$ cat src/rtl/serial_add_ctrl.sv
// Bit-serial adder controller: one full-adder cell handles one operand bit per
// clock, LSB first. It produces {cout,sum} = a + b + cin and the signed overflow flag.

module sac_fa_cell (
  input  logic x,
  input  logic y,
  input  logic c,
  output logic s,
  output logic co
);
  assign s  = x ^ y ^ c;
  assign co = (x & y) | (x & c) | (y & c);
endmodule

module serial_add_ctrl #(
  parameter int WIDTH = 8
) (
  input  logic             clk,
  input  logic             rst_n,
  input  logic             start,
  input  logic [WIDTH-1:0] a,
  input  logic [WIDTH-1:0] b,
  input  logic             cin,
  output logic             busy,
  output logic             done,
  output logic [WIDTH-1:0] sum,
  output logic             cout,
  output logic             ovf
);
  localparam int CW = $clog2(WIDTH);
  localparam logic [CW-1:0] LAST = CW'(WIDTH - 1);

  typedef enum logic [1:0] {S_IDLE, S_RUN, S_DONE} state_e;

  state_e             state_q;
  logic [WIDTH-1:0]   opa_q, opb_q;
  logic [WIDTH-2:0]   res_q;       // partial result; the newest bit is added at the MSB
  logic               carry_q;
  logic [CW-1:0]      cnt_q;
  logic               busy_q, done_q, cout_q, ovf_q;
  logic [WIDTH-1:0]   sum_q;

  logic               s_d, co_d;
  logic [WIDTH-1:0]   res_d;

  sac_fa_cell u_cell (
    .x  (opa_q[0]),
    .y  (opb_q[0]),
    .c  (carry_q),
    .s  (s_d),
    .co (co_d)
  );

  assign res_d = {s_d, res_q};

  always_ff @(posedge clk or negedge rst_n) begin
    if (!rst_n) begin
      state_q <= S_IDLE;
      opa_q   <= '0;
      opb_q   <= '0;
      res_q   <= '0;
      carry_q <= 1'b0;
      cnt_q   <= '0;
      busy_q  <= 1'b0;
      done_q  <= 1'b0;
      sum_q   <= '0;
      cout_q  <= 1'b0;
      ovf_q   <= 1'b0;
    end else begin
      done_q <= 1'b0;
      case (state_q)
        S_IDLE, S_DONE: begin
          if (start) begin
            opa_q   <= a;
            opb_q   <= b;
            carry_q <= cin;
            cnt_q   <= '0;
            busy_q  <= 1'b1;
            state_q <= S_RUN;
          end else begin
            state_q <= S_IDLE;
          end
        end
        S_RUN: begin
          res_q   <= res_d[WIDTH-1:1];
          opa_q   <= {1'b0, opa_q[WIDTH-1:1]};
          opb_q   <= {1'b0, opb_q[WIDTH-1:1]};
          carry_q <= co_d;
          cnt_q   <= cnt_q + CW'(1);
          if (cnt_q == LAST) begin
            // carry_q is still the carry into the MSB here, so ovf comes straight from it
            sum_q   <= res_d;
            cout_q  <= co_d;
            ovf_q   <= carry_q ^ co_d;
            done_q  <= 1'b1;
            busy_q  <= 1'b0;
            cnt_q   <= '0;
            state_q <= S_DONE;
          end
        end
        default: begin
          busy_q  <= 1'b0;
          state_q <= S_IDLE;
        end
      endcase
    end
  end

  assign busy = busy_q;
  assign done = done_q;
  assign sum  = sum_q;
  assign cout = cout_q;
  assign ovf  = ovf_q;

endmodule

$ cat config.mk
export PLATFORM = sky130hd
export DESIGN_NAME = serial_add_ctrl
export DESIGN_NICKNAME = d
export VERILOG_FILES = /design/src/rtl/serial_add_ctrl.sv
export SDC_FILE = /design/constraint.sdc
export NUM_CORES = 1
export LEC_CHECK = 0
export ABC_AREA = 1
export CORE_UTILIZATION = 50
export CTS_CLUSTER_SIZE = 8
export DETAILED_ROUTE_END_ITERATION = 8
export MAX_ROUTING_LAYER = met4
export PLACE_DENSITY = 0.73
export SETUP_SLACK_MARGIN = 0.05
export SYNTH_ARGS = -nofsm -noshare
export SYNTH_HDL_FRONTEND = slang
export SYNTH_HIERARCHICAL = 1
export SYNTH_SLANG_ARGS = --single-unit
$ cat constraint.sdc
create_clock -name clk -period 2.6 [get_ports clk]
set_clock_uncertainty 0.15 [all_clocks]
set_input_delay 0.78 -clock clk [delete_from_list [all_inputs] [get_ports clk]]
set_output_delay 0.78 -clock clk [all_outputs]
set_load 0.03 [all_outputs]
== After elaboration in Yosys (flattened, before gate mapping) ==
Index checks and enable logic that the tools add are counted.
Storage, ports and cells
  latch bits: 0
  memories: 0
  input port bits: 20
  memory bits (read-only): 0
  flip-flop bits (word level): 41
  memory bits (writable): 0
Cells by class
  bitwise logic cells: 8
  $lt $le $gt $ge: 0
  shift operators: 0
  equal/unequal tests: 5
  divide/modulo/power cells: 0
  $mul: 0
  add/sub/neg operators: 1
  muxes and demuxes: 17
  reduce and logical (&&, ||, !) cells: 6
Operators with widths (count)
  case mux 8 bit (2 select lines): 2
  two-way mux 8 bit: 2
  two-way mux 1 bit: 6
  two-way mux 3 bit: 2
  case mux 3 bit (2 select lines): 1
  AND reduction 2 bit: 3
  inequality test 2 bit (second input constant): 2
  case mux 1 bit (2 select lines): 2
  case mux 2 bit (2 select lines): 1
  adder 3 x 1 -> 3 bit (second input constant): 1
  AND 1 bit: 3
  == test 3 bit (second input constant): 1
  bitwise XOR 1 bit: 3
  == test 2 x 1 -> 1 bit (second input constant): 1
  == test 2 bit (second input constant): 1
  zero test 2 bit: 1
  two-way mux 2 bit: 1
  bitwise OR 1 bit: 2
  nonzero test 2 bit: 1
  OR reduction 2 bit: 1

== Logic depth before layout (Yosys ltp) ==
  word-level depth: 4
  mapped depth: 8

== Modules after synthesis ==
The synthesis kept the hierarchy.
By module, submodules not included
  serial_add_ctrl: times used 1, sequential area each 1026.0 um^2, area each 1919.3 um^2, cells an instance 231
  sac_fa_cell: times used 1, sequential area each 0.0 um^2, area each 20.0 um^2, cells an instance 1

== Worst setup path after synthesis ==
Ideal clock, no wire load.
  path kind: in2reg
  from: input port start
  to: register opa_q[0]
  data arrival time: 1.204 ns
  stages: 6
  setup slack: 1.128 ns
  path buffers: 1
  cell sequence: nand2_4 nand2_4 inv_4 buf_6 nand2_1 nand2_1
On the way
  cells in the longest elaborated chain, start to end: 2
RTL lines
  start: declaration: RTL line 20  | input logic start,
  inequality test 2 bit (no source line)
  AND reduction 2 bit (no source line)
  end signal: assignment: RTL line 86  | opa_q <= {1'b0, opa_q[WIDTH-1:1]};
  end: declaration: RTL line 36  | logic [WIDTH-1:0] opa_q, opb_q;
Every way passes these cells.
A chain may end at the register's enable or synchronous reset.

== Final worst setup path ==
  from: register cout_q, in the netlist cout
  to: output port cout
RTL lines
  start: declaration: RTL line 40  | logic busy_q, done_q, cout_q, ovf_q;
  start signal: assignment: RTL line 93  | cout_q <= co_d;
  end: declaration: RTL line 27  | output logic cout,
No word-level cell between the ends.

==> out/qor.csv <==
metric,value,unit
endpoint_kind,primary output,
ios,32,
avgRoutedWirePerCell,11.08,um
area_growth,21.74,%
cts.clk_slew.worst_paths,0.08,ns
antenna_found_initial,0,
nFillCells,329,
relSlewSlack,66.23,%
rows,22,
slowest_delay,0.67,ns
cts_num_sinks,41,
root_buffer,clkbuf_8,
ys_seq_elements,41,
clockBufferDepth,2,
ys_types,18,
synth_edf_count,0,
powerDensity,1215,nW/um^2
required,1.67,ns
critPathMaxFanout,2,
drt_iter0_drc,91,
period_share,86.55,%
seqPwrFrac,38.5,%
grt_max_degree,22,
critical_path_buf_inv_count,1,
peakVddDrop,0.0006759,V
ys_warn_count,6,
syn_area_per_cell,8.359,sq um
yosysSeqAreaShare,52.90,%
grtUsageTotal,20.76,%
cp_top_family,buffers and inverters,
diodes,0,
tightestPinTransition,0.5066,ns
post-cts-setup-buffers,0,
leakagePower,1.244,nW
cp_slowest_cell,clkdlybuf4s50_1,
coreArea,3689,sq um
clkPwrFrac,14.3,%
fin_setup_tns,0,ns
viasPerCell,4.706,
critPathArrivalTime,1.32,ns
crit_path_start_kind,register,
place_hpwl,2433,um
sw_frac_of_total,42.81,%
nets,287,
maxCapViolCount,0,
gp_congestion,0.8104,
dieArea,4132,sq um
fmax,444.4,MHz
cts_tree,done,
grt_pass1_vias,1421,
io_buffer_count,31,
yosys_most_used_dff,dfrtp_1,
drt_wl_total,3469,um
p_int,1.641,mW
place_area,2273,sq um
final-max-slew-violation-count,0,
grt_overflow_total,0,
min_period,2.250,ns
rsz0062_at_grt,false,
finalSetupViolations,0,
syn-cell-area,1939,sq um
antenna_left,0,
drc,0,
hold_viol,0,
syn_nets,255,
fin_area,2361,sq um
crit_chain,clkdlybuf4s50_1,
drtPass1Iterations,4,
clk_latency,0.29,ns
start_util,52.58,%
hp-class,input pin to async pin,
htree_levels,2,
p_sw,1.228,mW
die_w,64.28,um
numCtsBuffers,5,
synthCells,232,
die_y,64.28,um
via_count,1473,
post_cts_resized,0,
grt_pass1_wl,6348,um
whs,0.2994,ns
drive_above_1_share,10.19,%
critPathKind,register to primary output,
status,finished clean,
hold_buffers,0,
power_frac_comb,47.2,%
async_flop_share,100.0,%
==> cells in the mapped netlist (2+ instances only) <==
master | instances | area share (%)
buf_2 | 5 | 1.3
buf_6 | 3 | 1.7
dfrtp_1 | 41 | 53
ha_1 | 2 | 1.3
inv_1 | 40 | 7.7
inv_4 | 2 | 0.65
nand2_1 | 77 | 15
nand2_4 | 3 | 1.7
nand3_1 | 30 | 7.7
nor2_1 | 3 | 0.58
o21ai_0 | 12 | 3.1
o21ai_2 | 8 | 3.6
==> cell families (layout without fill, tap and decap cells) <==
| family | after synthesis | in the layout | share of synthesized area (%) |
|---|---|---|---|
| xor gates and xnor gates | 1 | 1 | 0.4517 |
| AOI/OAI and AO/OA | 20 | 20 | 6.710 |
| DFF | 41 | 41 | 52.90 |
| adders and majority gates | 3 | 3 | 2.322 |
| and+or+nand+nor | 115 | 115 | 25.61 |
| buffers and inverters | 52 | 85 | 12.00 |
==> path summary, 6_finish.rpt <==
path	slack, ns	depth (start not counted)	startpoint	endpoint
setup / recovery	0.35	1	cout	cout
hold / removal	0.30	1	rst_n	carry_q
setup reg to reg	0.86	6	state_q[0]	sum[3]
hold reg to reg	0.33	2	opb_q[6]	opb_q[6]
max in group asynchronous	1.52	2	rst_n	sum[5]
min in group clk	0.33	2	opb_q[6]	opb_q[6]
==> final cells by class <==
cell class	instances	area (sq um)	area share, %
Tap cell	48	60.06	2.544
Inverter	43	166.4	7.048
Timing Repair Buffer	34	340.3	14.41
Multi-Input combinational cell	139	680.7	28.83
Clock buffer	6	72.57	3.074
Sequential cell	41	1026	43.46
Clock inverter	2	15.01	0.6359
==> routing by layer <==
layer	GRT usage (%)	vias up	wire [um]
met3	5.536	7	132
li1	-	762	-
met1	28.09	674	1668
met2	30.39	30	1619
met5	-	-	0
met4	6.667	0	49
==> cell usage in the layout, fill, tap and decap left out <==
| master | Yosys | routed |
|---|---|---|
| buf_12 | 0 | 1 |
| buf_2 | 5 | 1 |
| buf_4 | 1 | 2 |
| clkbuf_1 | 0 | 1 |
| clkbuf_8 | 0 | 5 |
| clkdlybuf4s50_1 | 0 | 30 |
| clkinvlp_4 | 0 | 2 |
| dfrtp_1 | 41 | 41 |
| fa_1 | 1 | 1 |
| ha_1 | 2 | 2 |
| inv_1 | 40 | 40 |
| inv_2 | 1 | 1 |
| inv_4 | 2 | 2 |
| nand2_1 | 77 | 77 |
| nand2_2 | 1 | 1 |
| nand2_4 | 3 | 3 |
| nand3_1 | 30 | 30 |
| nor2_1 | 3 | 3 |
| nor2_2 | 1 | 1 |
| o21ai_0 | 12 | 12 |
| o21ai_2 | 8 | 8 |
| xor2_1 | 1 | 1 |
==> power groups by stage <==
stage | Combinational (mW) | Sequential, mW | Clock (mW)
3_5_place_dp | 1.38 | 1.11 | 0
2_1_floorplan | 0.913 | 1.21 | 0
5_1_grt | 1.58 | 1.14 | 0.447
4_1_cts | 1.37 | 1.11 | 0.419
3_3_place_gp | 1.34 | 1.11 | 0
6_report | 1.35 | 1.11 | 0.409
==> state kept, by name, summed over array words and instances (netlist names) <==
| name | cells |
|---|---|
| busy | 1 |
| carry_q | 1 |
| cnt_q | 3 |
| cout | 1 |
| done | 1 |
| opa_q | 8 |
| opb_q | 8 |
| ovf | 1 |
| res_q | 7 |
| state_q | 2 |
| sum | 8 |
==> through the flow <==
step | total power, mW | instances | util (%) | setup WS [ns]
after floorplan | 2.125 | 232 | - | 1.128
after global placement | 2.444 | 305 | 61.64 | 0.5193
after detailed placement | 2.489 | 305 | 61.64 | 0.4872
after CTS | 2.900 | 313 | 64.01 | 0.3378
after global routing | 3.164 | 313 | 64.01 | 0.2930
final | 2.869 | 313 | 64.01 | 0.3497
No activity file was read; power rests on OpenSTA's default activity.
